$ cat src/rtl/aes_core_arbiter.sv
// aes_core_arbiter: round-robin sharing of one AES core among NUM_REQ requesters; define AES_ARB_TIMEOUT_EN for the RUN watchdog
module aes_core_arbiter #(
   parameter int NUM_REQ        = 4,
   parameter int ID_W           = 2,
   parameter int TIMEOUT_CYCLES = 64
) (
   input  logic                   Clk,
   input  logic                   Rst,
   input  logic [NUM_REQ-1:0]     req,
   input  logic [NUM_REQ*128-1:0] req_pt,
   input  logic [NUM_REQ-1:0]     ack,
   output logic [NUM_REQ-1:0]     gnt,
   output logic [NUM_REQ-1:0]     done,
   output logic [127:0]           ct_out,
   output logic [ID_W-1:0]        owner_id,
   output logic                   busy,
   output logic                   err,
   output logic                   core_En,
   output logic                   core_Rst,
   output logic [127:0]           core_PT,
   input  logic [127:0]           core_CT,
   input  logic                   core_Ry
);
   typedef enum logic [1:0] {IDLE, LOAD, RUN, DONE} state_t;
   state_t state, state_nxt;
   logic [ID_W-1:0] last_grant, pick;
   logic [ID_W:0] cand;
   logic [127:0] pt_arr [NUM_REQ];
   logic owner_ack, timeout;
   assign owner_ack = ack[owner_id];
   always_comb
      for (int i = 0; i < NUM_REQ; i++) pt_arr[i] = req_pt[128*i +: 128];
   // scan downward so the candidate nearest last_grant+1 is the one left standing
   always_comb begin
      pick = '0;
      cand = '0;
      for (int k = NUM_REQ; k >= 1; k--) begin
         cand = {1'b0, last_grant} + (ID_W+1)'(k);
         cand = (cand >= (ID_W+1)'(NUM_REQ)) ? cand - (ID_W+1)'(NUM_REQ) : cand;
         pick = req[cand[ID_W-1:0]] ? cand[ID_W-1:0] : pick;
      end
   end
`ifdef AES_ARB_TIMEOUT_EN
   localparam int TW = $clog2(TIMEOUT_CYCLES + 1);
   logic [TW-1:0] tcnt;
   assign timeout = (state == RUN) && !core_Ry && (tcnt == TW'(TIMEOUT_CYCLES - 1));
   always_ff @(posedge Clk) begin
      tcnt <= (Rst || state != RUN) ? '0 : tcnt + TW'(1);
      err  <= !Rst && timeout;
   end
`else
   assign timeout = 1'b0;
   assign err     = 1'b0;
`endif
   always_ff @(posedge Clk)
      state <= Rst ? IDLE : state_nxt;
   always_comb begin
      state_nxt = state;
      case (state)
         IDLE: state_nxt = |req ? LOAD : IDLE;
         LOAD: state_nxt = RUN;
         RUN:  state_nxt = timeout ? IDLE : core_Ry ? DONE : RUN;
         DONE: state_nxt = owner_ack ? IDLE : DONE;
      endcase
   end
   always_ff @(posedge Clk) begin
      if (Rst) begin
         owner_id   <= '0;
         core_PT    <= '0;
         ct_out     <= '0;
         last_grant <= ID_W'(NUM_REQ - 1);
      end else begin
         if (state == IDLE && |req) begin
            owner_id <= pick;
            core_PT  <= pt_arr[pick];
         end
         if (state == RUN && core_Ry) ct_out <= core_CT;
         if ((state == DONE && owner_ack) || timeout) last_grant <= owner_id;
      end
   end
   always_comb begin
      gnt      = (state == LOAD) ? NUM_REQ'(1) << owner_id : '0;
      done     = (state == DONE) ? NUM_REQ'(1) << owner_id : '0;
      busy     = state != IDLE;
      core_En  = state == RUN;
      core_Rst = state != RUN;
   end
endmodule

$ cat config.mk
export PLATFORM = sky130hd
export DESIGN_NAME = aes_core_arbiter
export DESIGN_NICKNAME = d
export VERILOG_FILES = /design/src/rtl/aes_core_arbiter.sv
export SDC_FILE = /design/constraint.sdc
export NUM_CORES = 1
export LEC_CHECK = 0
export ABC_CLOCK_PERIOD_IN_PS = 1600
export CAP_MARGIN = 20
export CORE_AREA = 4 4 356 358
export DETAILED_ROUTE_END_ITERATION = 10
export DIE_AREA = 0 0 360 362
export GPL_TIMING_DRIVEN = 0
export SLEW_MARGIN = 15
export SYNTH_ARGS = -nofsm -noshare
export SYNTH_HDL_FRONTEND = slang
export SYNTH_SLANG_ARGS = --single-unit
$ cat constraint.sdc
create_clock -name Clk -period 1.6 [get_ports Clk]
set_input_delay 0.24 -clock Clk [delete_from_list [all_inputs] [get_ports Clk]]
set_output_delay 0.24 -clock Clk [all_outputs]
set_load 0.02 [all_outputs]
After elaboration in Yosys (flattened, before gate mapping)
Index checks and enable logic that the tools add are counted.

Flip-flop bits (word level): 262. Output and inout port bits: 270. Word-level logic and storage cells: 62.

Mux-type cells: 27. Equal/unequal tests: 4. Bitwise logic cells: 1. $lt $le $gt $ge: 10. Add/sub/neg operators: 8. Reduce and logical (&&, ||, !) cells: 6. Shift-type cells: 1.

Operators by type and width (number): binary-select mux 128 bit (select 2 bit) (1); 2-to-1 mux 128 bit (2); 2-to-1 mux 2 bit (9); >= comparator 3 bit, second input constant (5); less-than comparator 2 x 3 -> 1 bit, second input constant (5); binary-select mux 1 bit (select 2 bit) (5); 2-to-1 mux 4 bit (2); one-hot mux 2 bit (4 select lines) (1); subtractor 2 x 1 -> 2 bit, second input constant (4); 2-to-1 mux 1 bit (7); adder 2 x 2 -> 3 bit, second input constant (2); equality test 2 bit, second input constant (2); OR reduction 4 bit (1); left shift 1 x 2 -> 4 bit, first input constant (1); adder 2 x 1 -> 3 bit, second input constant (1); adder 2 x 3 -> 3 bit, second input constant (1); logical AND 1 bit (3); inverter 2 -> 3 bit (1); equality test 2 x 1 -> 1 bit, second input constant (1); logical NOT 2 bit (1); != test 2 bit, second input constant (1); nonzero test 2 bit (1).

Depth between registers and ports, before layout
Gate-level depths: netlist of the first run.

Depth in word-level cells: 13. Gate-level depth with buffers: 7.

Least setup slack after synthesis of the first run
Ideal clock, no wire load.

Path type: register -> register. From: register state[1]. To: register ct_out[0]. Slack: -166 ps. Path buffers: 2. Arrival time: 1695 ps. Library setup time: 70 ps. Period minus slack after synthesis: 1766 ps. Required time: 1530 ps. Stages on the path, launching flop included: 7. Path through: dfxtp_1 nor2b_1 and2_1 clkbuf_1 clkbuf_1 nand2_1 a21oi_1.

Cells in the longest elaborated chain, start to end: 2.

Ends and longest elaborated chain: start: declaration (RTL line 25) `state_t state, state_nxt;`; start signal: assignment (RTL line 56) `state <= Rst ? IDLE : state_nxt;`; equality test 2 bit; via core_En (RTL line 18) `output logic core_En,`; logical AND 1 bit (RTL line 77) `if (state == RUN && core_Ry) ct_out <= core_CT;`; end signal: assignment (RTL line 77); end: declaration (RTL line 14) `output logic [127:0] ct_out,`.

The timed path passes the listed nets, and every way through them passes these cells. A chain may end at the register's enable or synchronous reset.

Final worst setup path of the first run
From: register last_grant[0]. To: register core_PT[90].

Cells in the longest elaborated chain, start to end: 13.

Ends and longest elaborated chain: start: declaration (RTL line 26) `logic [ID_W-1:0] last_grant, pick;`; start signal: assignment (RTL line 71) `last_grant <= ID_W'(NUM_REQ - 1);`; start signal: assignment (RTL line 78) `if ((state == DONE && owner_ack) || timeout) last_grant <= owner_id;`; adder 2 x 3 -> 3 bit (RTL line 38) `cand = {1'b0, last_grant} + (ID_W+1)'(k);`; >= comparator 3 bit / subtractor 2 x 1 -> 2 bit (equally long branches) (RTL line 39) `cand = (cand >= (ID_W+1)'(NUM_REQ)) ? cand - (ID_W+1)'(NUM_REQ) : cand;`; 2-to-1 mux 2 bit (RTL line 39); binary-select mux 1 bit (select 2 bit) (RTL line 40) `pick = req[cand[ID_W-1:0]] ? cand[ID_W-1:0] : pick;`; 2-to-1 mux 1 bit (not written as such) (RTL line 40); 2-to-1 mux 2 bit (3 in a row) (RTL line 40); 2-to-1 mux 2 bit * (RTL line 40); inverter 2 -> 3 bit (not written as such) * (RTL line 75) `core_PT <= pt_arr[pick];`; binary-select mux 128 bit (select 2 bit) * (RTL line 75); 2-to-1 mux 128 bit (not written as such) * (2 in a row) (RTL line 75); end signal: assignment (RTL line 75); end: declaration (RTL line 20) `output logic [127:0] core_PT,`.

Mark *: on every way between the ends. The rest lies on a longest branch, timed or not. The select of a mux whose other input is x is not followed.

==> summary.md, run 1 <==
| Metric | Value |
|---|---|
| Status | complete, but fails checks |
| Violated checks | setup timing |
| Die area | 130000 um^2 |
| Hold Crit Class | input pin to flop |
| Finished Core Util | 22.6% |
| Clock power share | 32.8% |
| Synth Net Count | 1978 |
| Top cells by area, synth | dfxtp_1 (41%), mux2i_1 (20%), o221ai_2 (12%) |
| 1st-pass router iterations | 5 |
| Vias/cell | 3.74 |
| CTS tree | done |
| CTS H-tree lvls | 2 |
| Initial antenna violation count | 56 |
| Endpoints failing setup | between 200 and 300 |
| Comb pwr share | 38.5% |
| First-pass GRT wire length | 142000 um |
| Fillers | 13473 |
| Largest net degree at the start of global routing | 12 |
| Layout area overhead | 119% |
| RSZ-0062 raised after global routing | true |
| Power Internal | 17.8 mW |
| Fmax achieved | between 500 and 600 MHz |
| Most frequent cells in the layout | clkdlybuf4s50_1 (648), nand2_1 (386), dfxtp_1 (253) |
| Worst setup margin | -0.331 ns |
| WL final | 112000 um |
| Worst-path fanout max | 10 |
| Fin cells | 4025 |
| Tot GR Track Use | 16.1% |
| Switching pwr | 9.78 mW |
| Die Ht | 362 um |
| Cell Rows | 129 |
| Post-route DRC | 0 |
| Placed cells | about 3900 |
| Crit path DAT | 2.38 ns |
| Final min period | 1.93 ns |
| Seq/Total Area, Yosys | 41.1% |
| Sink Count | 262 |
| Critical Path End Type | flop |
| Asr flop ratio synth | 0% |
| Hpwl dp | 93000 um |
| Pre-CTS setup slack | -2.08 ns |
| Share of power burned in registers | 28.8% |
| Synth top area share | 41.1% |
| Clock transition at path regs | 0.06 ns |
| Nets | 2991 |
| Drt initial violations | 1074 |
| Fin crit share | 121% |
| Initial Util | about a tenth |
| WS Path Type | flop to flop |
| Clk_skew | 0.0118 ns |
| Layout cells sized above 1 | about 24% |
| ANT nets after route | 0 |
| WL per Instance | 27.7 um |
| Final GP Congestion | between 0.9 and 1 |
| Worst Tran Pin Value | 0.982 ns |
| Netlist cell types | 34 |
| Core ar. | approximately 120000 um^2 |
| P_leak | 10.2 nW |
| Vias in the first global route | approximately 15000 |
| MaxCap Viol Count | 0 |
| Total congestion overflow | 0 |
| Number of buffers created by CTS | 39 |
| Width of the die | 360 um |
| Avg Cell Area, Syn | 9.61 um^2 |
| Headroom to the max-slew limit | 34.5% |
| Reg area | 5270 um^2 |
| Multi-input logic area | 7890 um^2 |
| Yosys reg bits | between 200 and 300 |
| EDFF count, synth | 0 |
| Post-synth top area cell | dfxtp_1 |
| Net Sw Frac | 35.4% |
| Clock latency at the later pin of the worst-skew pair | 0.57 ns |
| Mapped cell area | 12800 um^2 |
| Clk buf depth | 3 |
| Yosys warns | 0 |
| Root buffer cell | clkbuf_16 |
| Most common cell after layout, fill and taps aside | clkdlybuf4s50_1 |
| Fin. max-slew vios | 0 |
| Synthesized instance count | between 1000 and 1500 |
| Io pins | a little over 900 |
| Hold buffers post-CTS | 0 |
| Startpoint Class | flop |
| Power Density | 990 nW/um^2 |
| Critical Path RT | 2.05 ns |
| Fin. Hold Viols | 0 |
| Top FF cell, synth | dfxtp_1 |
| IO buf count | 918 |
| Via count | roughly 15000 |
| Peak supply drop | between 0.7 and 0.8 mV |
[metal layers]
metal / share of wire (%) / track usage (%) / vias up
met4: 3.6 / 5.22 / 14
met5: 0.081 / 0 / -
met2: 50 / 28.5 / 783
li1: - / - / 6842
met1: 37 / 17.4 / 7242
met3: 9.7 / 6.52 / 176
[synth_stat cells (all sizes together), types with 2 or more instances]
library cell	instances
nand2	391
dfxtp	262
mux2i	259
a21oi	130
o221ai	128
buf	82
clkbuf	34
nor2	10
nand2b	4
nor3	4
inv	3
nor2b	3
and2	2
nand3	2
or4	2
[final timing paths]
path,from,end,slack (ns),cells after the start
min reg2reg,ct_out[65],ct_out[65],0.45,2
max,last_grant[0],core_PT[90],-0.33,6
max reg2reg,last_grant[0],core_PT[90],-0.33,6
min,core_CT[29],ct_out[29],0.21,3
[layout make-up]
class	instances	area share, %
Multi-Input combinational cell	946	28.3
Sequential cell	262	18.9
Clock buffer	49	3.82
Clock inverter	18	0.790
Antenna cell	22	0.198
Tap cell	1637	7.35
Buffer	115	5.17
Inverter	3	0.0494
Timing Repair Buffer	973	35.4
[registers in the layout, indices dropped and copies added, names as in the netlist]
register,flops
ct_out,128
core_PT,128
last_grant,2
state,2
owner_id,2
[cells by family after synthesis]
kind of cell | Yosys count | share of synthesized area (%)
AOI/OAI and AO/OA | 264 | 19.3
buffers and inverters | 119 | 6.17
DFF | 262 | 41.1
muxes | 260 | 20.5
other | 1 | 0.0294
and+or+nand+nor | 421 | 12.9
[metrics by stage]
step / total power [mW] / TNS (ns) / instance area, um^2 / hold slack (ns)
6_report: 27.6 / -53.73 / 27900 / 0.206
3_3_place_gp: 17.4 / -265.14 / 24100 / 0.442
5_1_grt: 28.8 / -79.99 / 27800 / 0.162
4_1_cts: 27.7 / -39.33 / 27200 / 0.127
3_5_place_dp: 17.4 / -268.25 / 24100 / 0.447
2_1_floorplan: 11.9 / -4.41 / 12900 / 0.376
[power by group through the flow]
stage	clock network [mW]	logic, mW	registers, mW
3_5_place_dp	0	9.33	8.10
2_1_floorplan	0	3.00	8.94
4_1_cts	9.41	10.4	7.93
3_3_place_gp	0	9.33	8.06
6_report	9.04	10.6	7.95
5_1_grt	9.63	11.2	8.03
[repair_timing]
item	in CTS	in global routing
gates resized for setup	914	87
buffers inserted	29	6
pin swaps	31	34
endpoints found under the setup margin	530	281
cloned	16	8
[worst max-delay path, cell delays in order (launching register included)]
cell      delay (ns)
dfxtp_4         0.37
nand2b_4        0.13
o221a_4         0.25
buf_12          0.18
buf_2           0.35
mux2i_1         0.38
o221ai_2        0.12
Power figures use the tool's default switching activity.
==> inputs of run 2 (changes only) <==
==> config.mk (replaced) <==
export PLATFORM = sky130hd
export DESIGN_NAME = aes_core_arbiter
export DESIGN_NICKNAME = d
export VERILOG_FILES = /design/src/rtl/aes_core_arbiter.sv
export SDC_FILE = /design/constraint.sdc
export NUM_CORES = 1
export LEC_CHECK = 0
export ABC_CLOCK_PERIOD_IN_PS = 1800
export CAP_MARGIN = 20
export CORE_AREA = 4 4 361 363
export DETAILED_ROUTE_END_ITERATION = 10
export DIE_AREA = 0 0 365 367
export PLACE_DENSITY = 0.41
export SLEW_MARGIN = 15
export SYNTH_ARGS = -nofsm -noshare
export SYNTH_HDL_FRONTEND = slang
export SYNTH_SLANG_ARGS = --single-unit
==> constraint.sdc (replaced) <==
create_clock -name Clk -period 1.8 [get_ports Clk]
set_input_delay 0.27 -clock Clk [delete_from_list [all_inputs] [get_ports Clk]]
set_output_delay 0.27 -clock Clk [all_outputs]
set_load 0.02 [all_outputs]
==> run 2 against run 1 <==
The flow still finishes with violations (setup timing). Via count decreased by 2.2%. Die area is 2.8% higher. Critical path depth rose by 3. Sequential power shrank 11%. Setup slack gained 0.13 ns. Register-to-register slack better by 0.13 ns. Cell count increased by 2.0%. Largest power group unchanged. Highest routed layer unchanged.
==> summary.md, run 2 (synthesis gave the netlist of run 1 again) <==
| Metric | Value |
|---|---|
| Initial Util | 10.0% (-0.30 points) |
| Layout area overhead | 129% |
| Io pins | 921 (unchanged) |
| Clock latency at the later pin of the worst-skew pair | 0.57 ns (about the same) |
| Width of the die | 365 um (+1.4%) |
| Hold Crit Class | input pin to flop |
| Headroom to the max-slew limit | 58.4% (+24 points) |
| Most frequent cells in the layout | clkdlybuf4s50_1 (649), nand2_1 (383), dfxtp_1 (255) |
| WS Path Type | flop to flop |
| Nets | 3058 (+2.2%) |
| Worst-path fanout max | 5 (-5) |
| Hpwl dp | 78700 um (-15%) |
| Share of power burned in registers | 28.6% (-0.2 points) |
| Worst setup margin | -0.201 ns (+0.130 ns) |
| Largest registers | core_PT (128), ct_out (128) |
| First-pass GRT wire length | 128000 um (-9.9%) |
| RSZ-0062 raised after global routing | true |
| Number of buffers created by CTS | 41 (+5.1%) |
| Power Internal | 16.3 mW (-8.5%) |
| Critical Path End Type | flop |
| Peak supply drop | 0.535 mV (-24%) |
| Largest net degree at the start of global routing | 67 (+55) |
| Drt initial violations | 701 (-35%) |
| Via count | 14732 (-2.2%) |
| CTS H-tree lvls | 2 (unchanged) |
| Vias/cell | 3.59 (-4.1%) |
| IO buf count | 919 (+0.11%) |
| Fmax achieved | 500 MHz (-3.5%) |
| Fin crit share | 111% (-9.5 points) |
| Die Ht | 367 um (+1.4%) |
| Placed cells | 3932 (+1.3%) |
| Tot GR Track Use | 13.8% (-2.2 points) |
| CTS tree | done |
| Switching pwr | 8.53 mW (-13%) |
| Clk buf depth | 3 (unchanged) |
| Fin. Hold Viols | 0 (unchanged) |
| Critical Path RT | 2.29 ns (+0.24 ns) |
| Core ar. | 127000 um^2 (+3.0%) |
| Hold buffers post-CTS | 0 (unchanged) |
| Initial antenna violation count | 36 (-36%) |
| P_leak | 11.2 nW (+9.5%) |
| Clock transition at path regs | 0.06 ns (about the same) |
| Vias in the first global route | 15321 (+1.7%) |
| ANT nets after route | 0 (unchanged) |
| Root buffer cell | clkbuf_16 |
| Fillers | 13808 (+2.5%) |
| Fin cells | 4105 (+2.0%) |
| Cell Rows | 131 (+1.6%) |
| Clock power share | 31.9% (-0.9 points) |
| WL final | 101000 um (-10%) |
| 1st-pass router iterations | 5 (unchanged) |
| Crit path DAT | 2.49 ns (+0.11 ns) |
| Final GP Congestion | 0.826 (-14%) |
| Net Sw Frac | 34.3% (-1.1 points) |
| Total congestion overflow | 0 (unchanged) |
| Die area | 134000 um^2 (+2.8%) |
| Status | complete, but fails checks |
| Endpoints failing setup | 134 (-50%) |
| Worst Tran Pin Value | 0.619 ns (-0.363 ns) |
| Sink Count | 262 (unchanged) |
| Final min period | 2.00 ns (+0.0699 ns) |
| MaxCap Viol Count | 0 (unchanged) |
| Fin. max-slew vios | 0 (unchanged) |
| Power Density | 853 nW/um^2 (-14%) |
| Finished Core Util | 22.9% (+0.34 points) |
| Violated checks | setup timing |
| Clk_skew | 0.0207 ns (+0.00881 ns) |
| Most common cell after layout, fill and taps aside | clkdlybuf4s50_1 |
| Layout cells sized above 1 | 24.2% (+0.14 points) |
| Post-route DRC | 0 (unchanged) |
| WL per Instance | 24.5 um (-12%) |
| Startpoint Class | flop |
| Comb pwr share | 39.6% (+1.1 points) |
-- run 2: cell count changes in the layout (fill, tap and decap cells not counted), sizes merged --
cell / change
dlygate4sd2: +94
clkdlybuf4s15: -76
buf: +75
clkbuf: -23
diode: -10
inv: -6
clkinvlp: +4
bufinv: -2
clkinv: -2
and2: +1
clkdlybuf4s18: -1
clkdlybuf4s50: +1
-- run 2: worst paths after layout --
check	to	slack, ns	cells past startpoint	start
setup / recovery	core_PT[55]	-0.20	9	state[1]
hold / removal	last_grant[1]	0.23	4	Rst
setup reg to reg	core_PT[55]	-0.20	9	state[1]
hold reg to reg	ct_out[89]	0.45	2	ct_out[89]
-- run 2: cell type report --
type,count,area [um^2],area share (%)
Clock inverter,12,125,0.429
Tap cell,1662,2080,7.14
Inverter,3,15.0,0.0515
Clock buffer,55,1150,3.94
Sequential cell,262,5260,18.0
Multi-Input combinational cell,947,7930,27.2
Timing Repair Buffer,1152,12600,43.1
Antenna cell,12,30.0,0.103
-- run 2: power groups by stage --
stage / Sequential (mW) / Clock [mW] / Combinational [mW]
2_1_floorplan: 7.94 / 0 / 2.60
6_report: 7.10 / 7.92 / 9.84
3_5_place_dp: 7.24 / 0 / 8.53
5_1_grt: 7.18 / 8.49 / 10.4
3_3_place_gp: 7.24 / 0 / 8.55
4_1_cts: 7.11 / 8.34 / 9.51
-- run 2: layer usage --
| metal | track usage [%] | part of all wire [%] | vias up |
|---|---|---|---|
| met3 | 4.96 | 8.6 | 108 |
| met4 | 3.99 | 2.3 | 16 |
| met1 | 16.4 | 40 | 7032 |
| met2 | 23.4 | 49 | 625 |
| li1 | - | - | 6951 |
| met5 | 0 | 0.10 | - |
-- run 2: stage by stage --
stage | TNS (ns) | cell area (um^2) | hold WS, ns | power [mW] | setup WS [ns]
4_1_cts | -19.54 | 28200 | 0.133 | 25.0 | -0.245
6_report | -13.44 | 29100 | 0.234 | 24.9 | -0.201
3_5_place_dp | -70.06 | 25000 | 0.446 | 15.8 | -0.723
5_1_grt | -29.31 | 29100 | 0.203 | 26.1 | -0.323
3_3_place_gp | -67.03 | 25000 | 0.440 | 15.8 | -0.716
2_1_floorplan | 0 | 12800 | 0.406 | 10.5 | 0.0344
-- run 2: what timing repair did --
action                                  4_1_cts  5_1_grt
setup buffers                                54       15
resized for setup                           514      121
endpoints found under the setup margin      383      196
gates cloned                                 31       14
endpoints found under the hold margin         0        0
pin swaps                                    56       87
-- run 2: critical path, cell delays in order (launching register included) --
cell      delay (ns)
dfxtp_2         0.33
nor2_2          0.11
buf_6           0.13
nand3_4         0.07
or4_4           0.56
buf_12          0.17
buf_12          0.14
buf_12          0.13
buf_16          0.13
o221ai_2        0.14
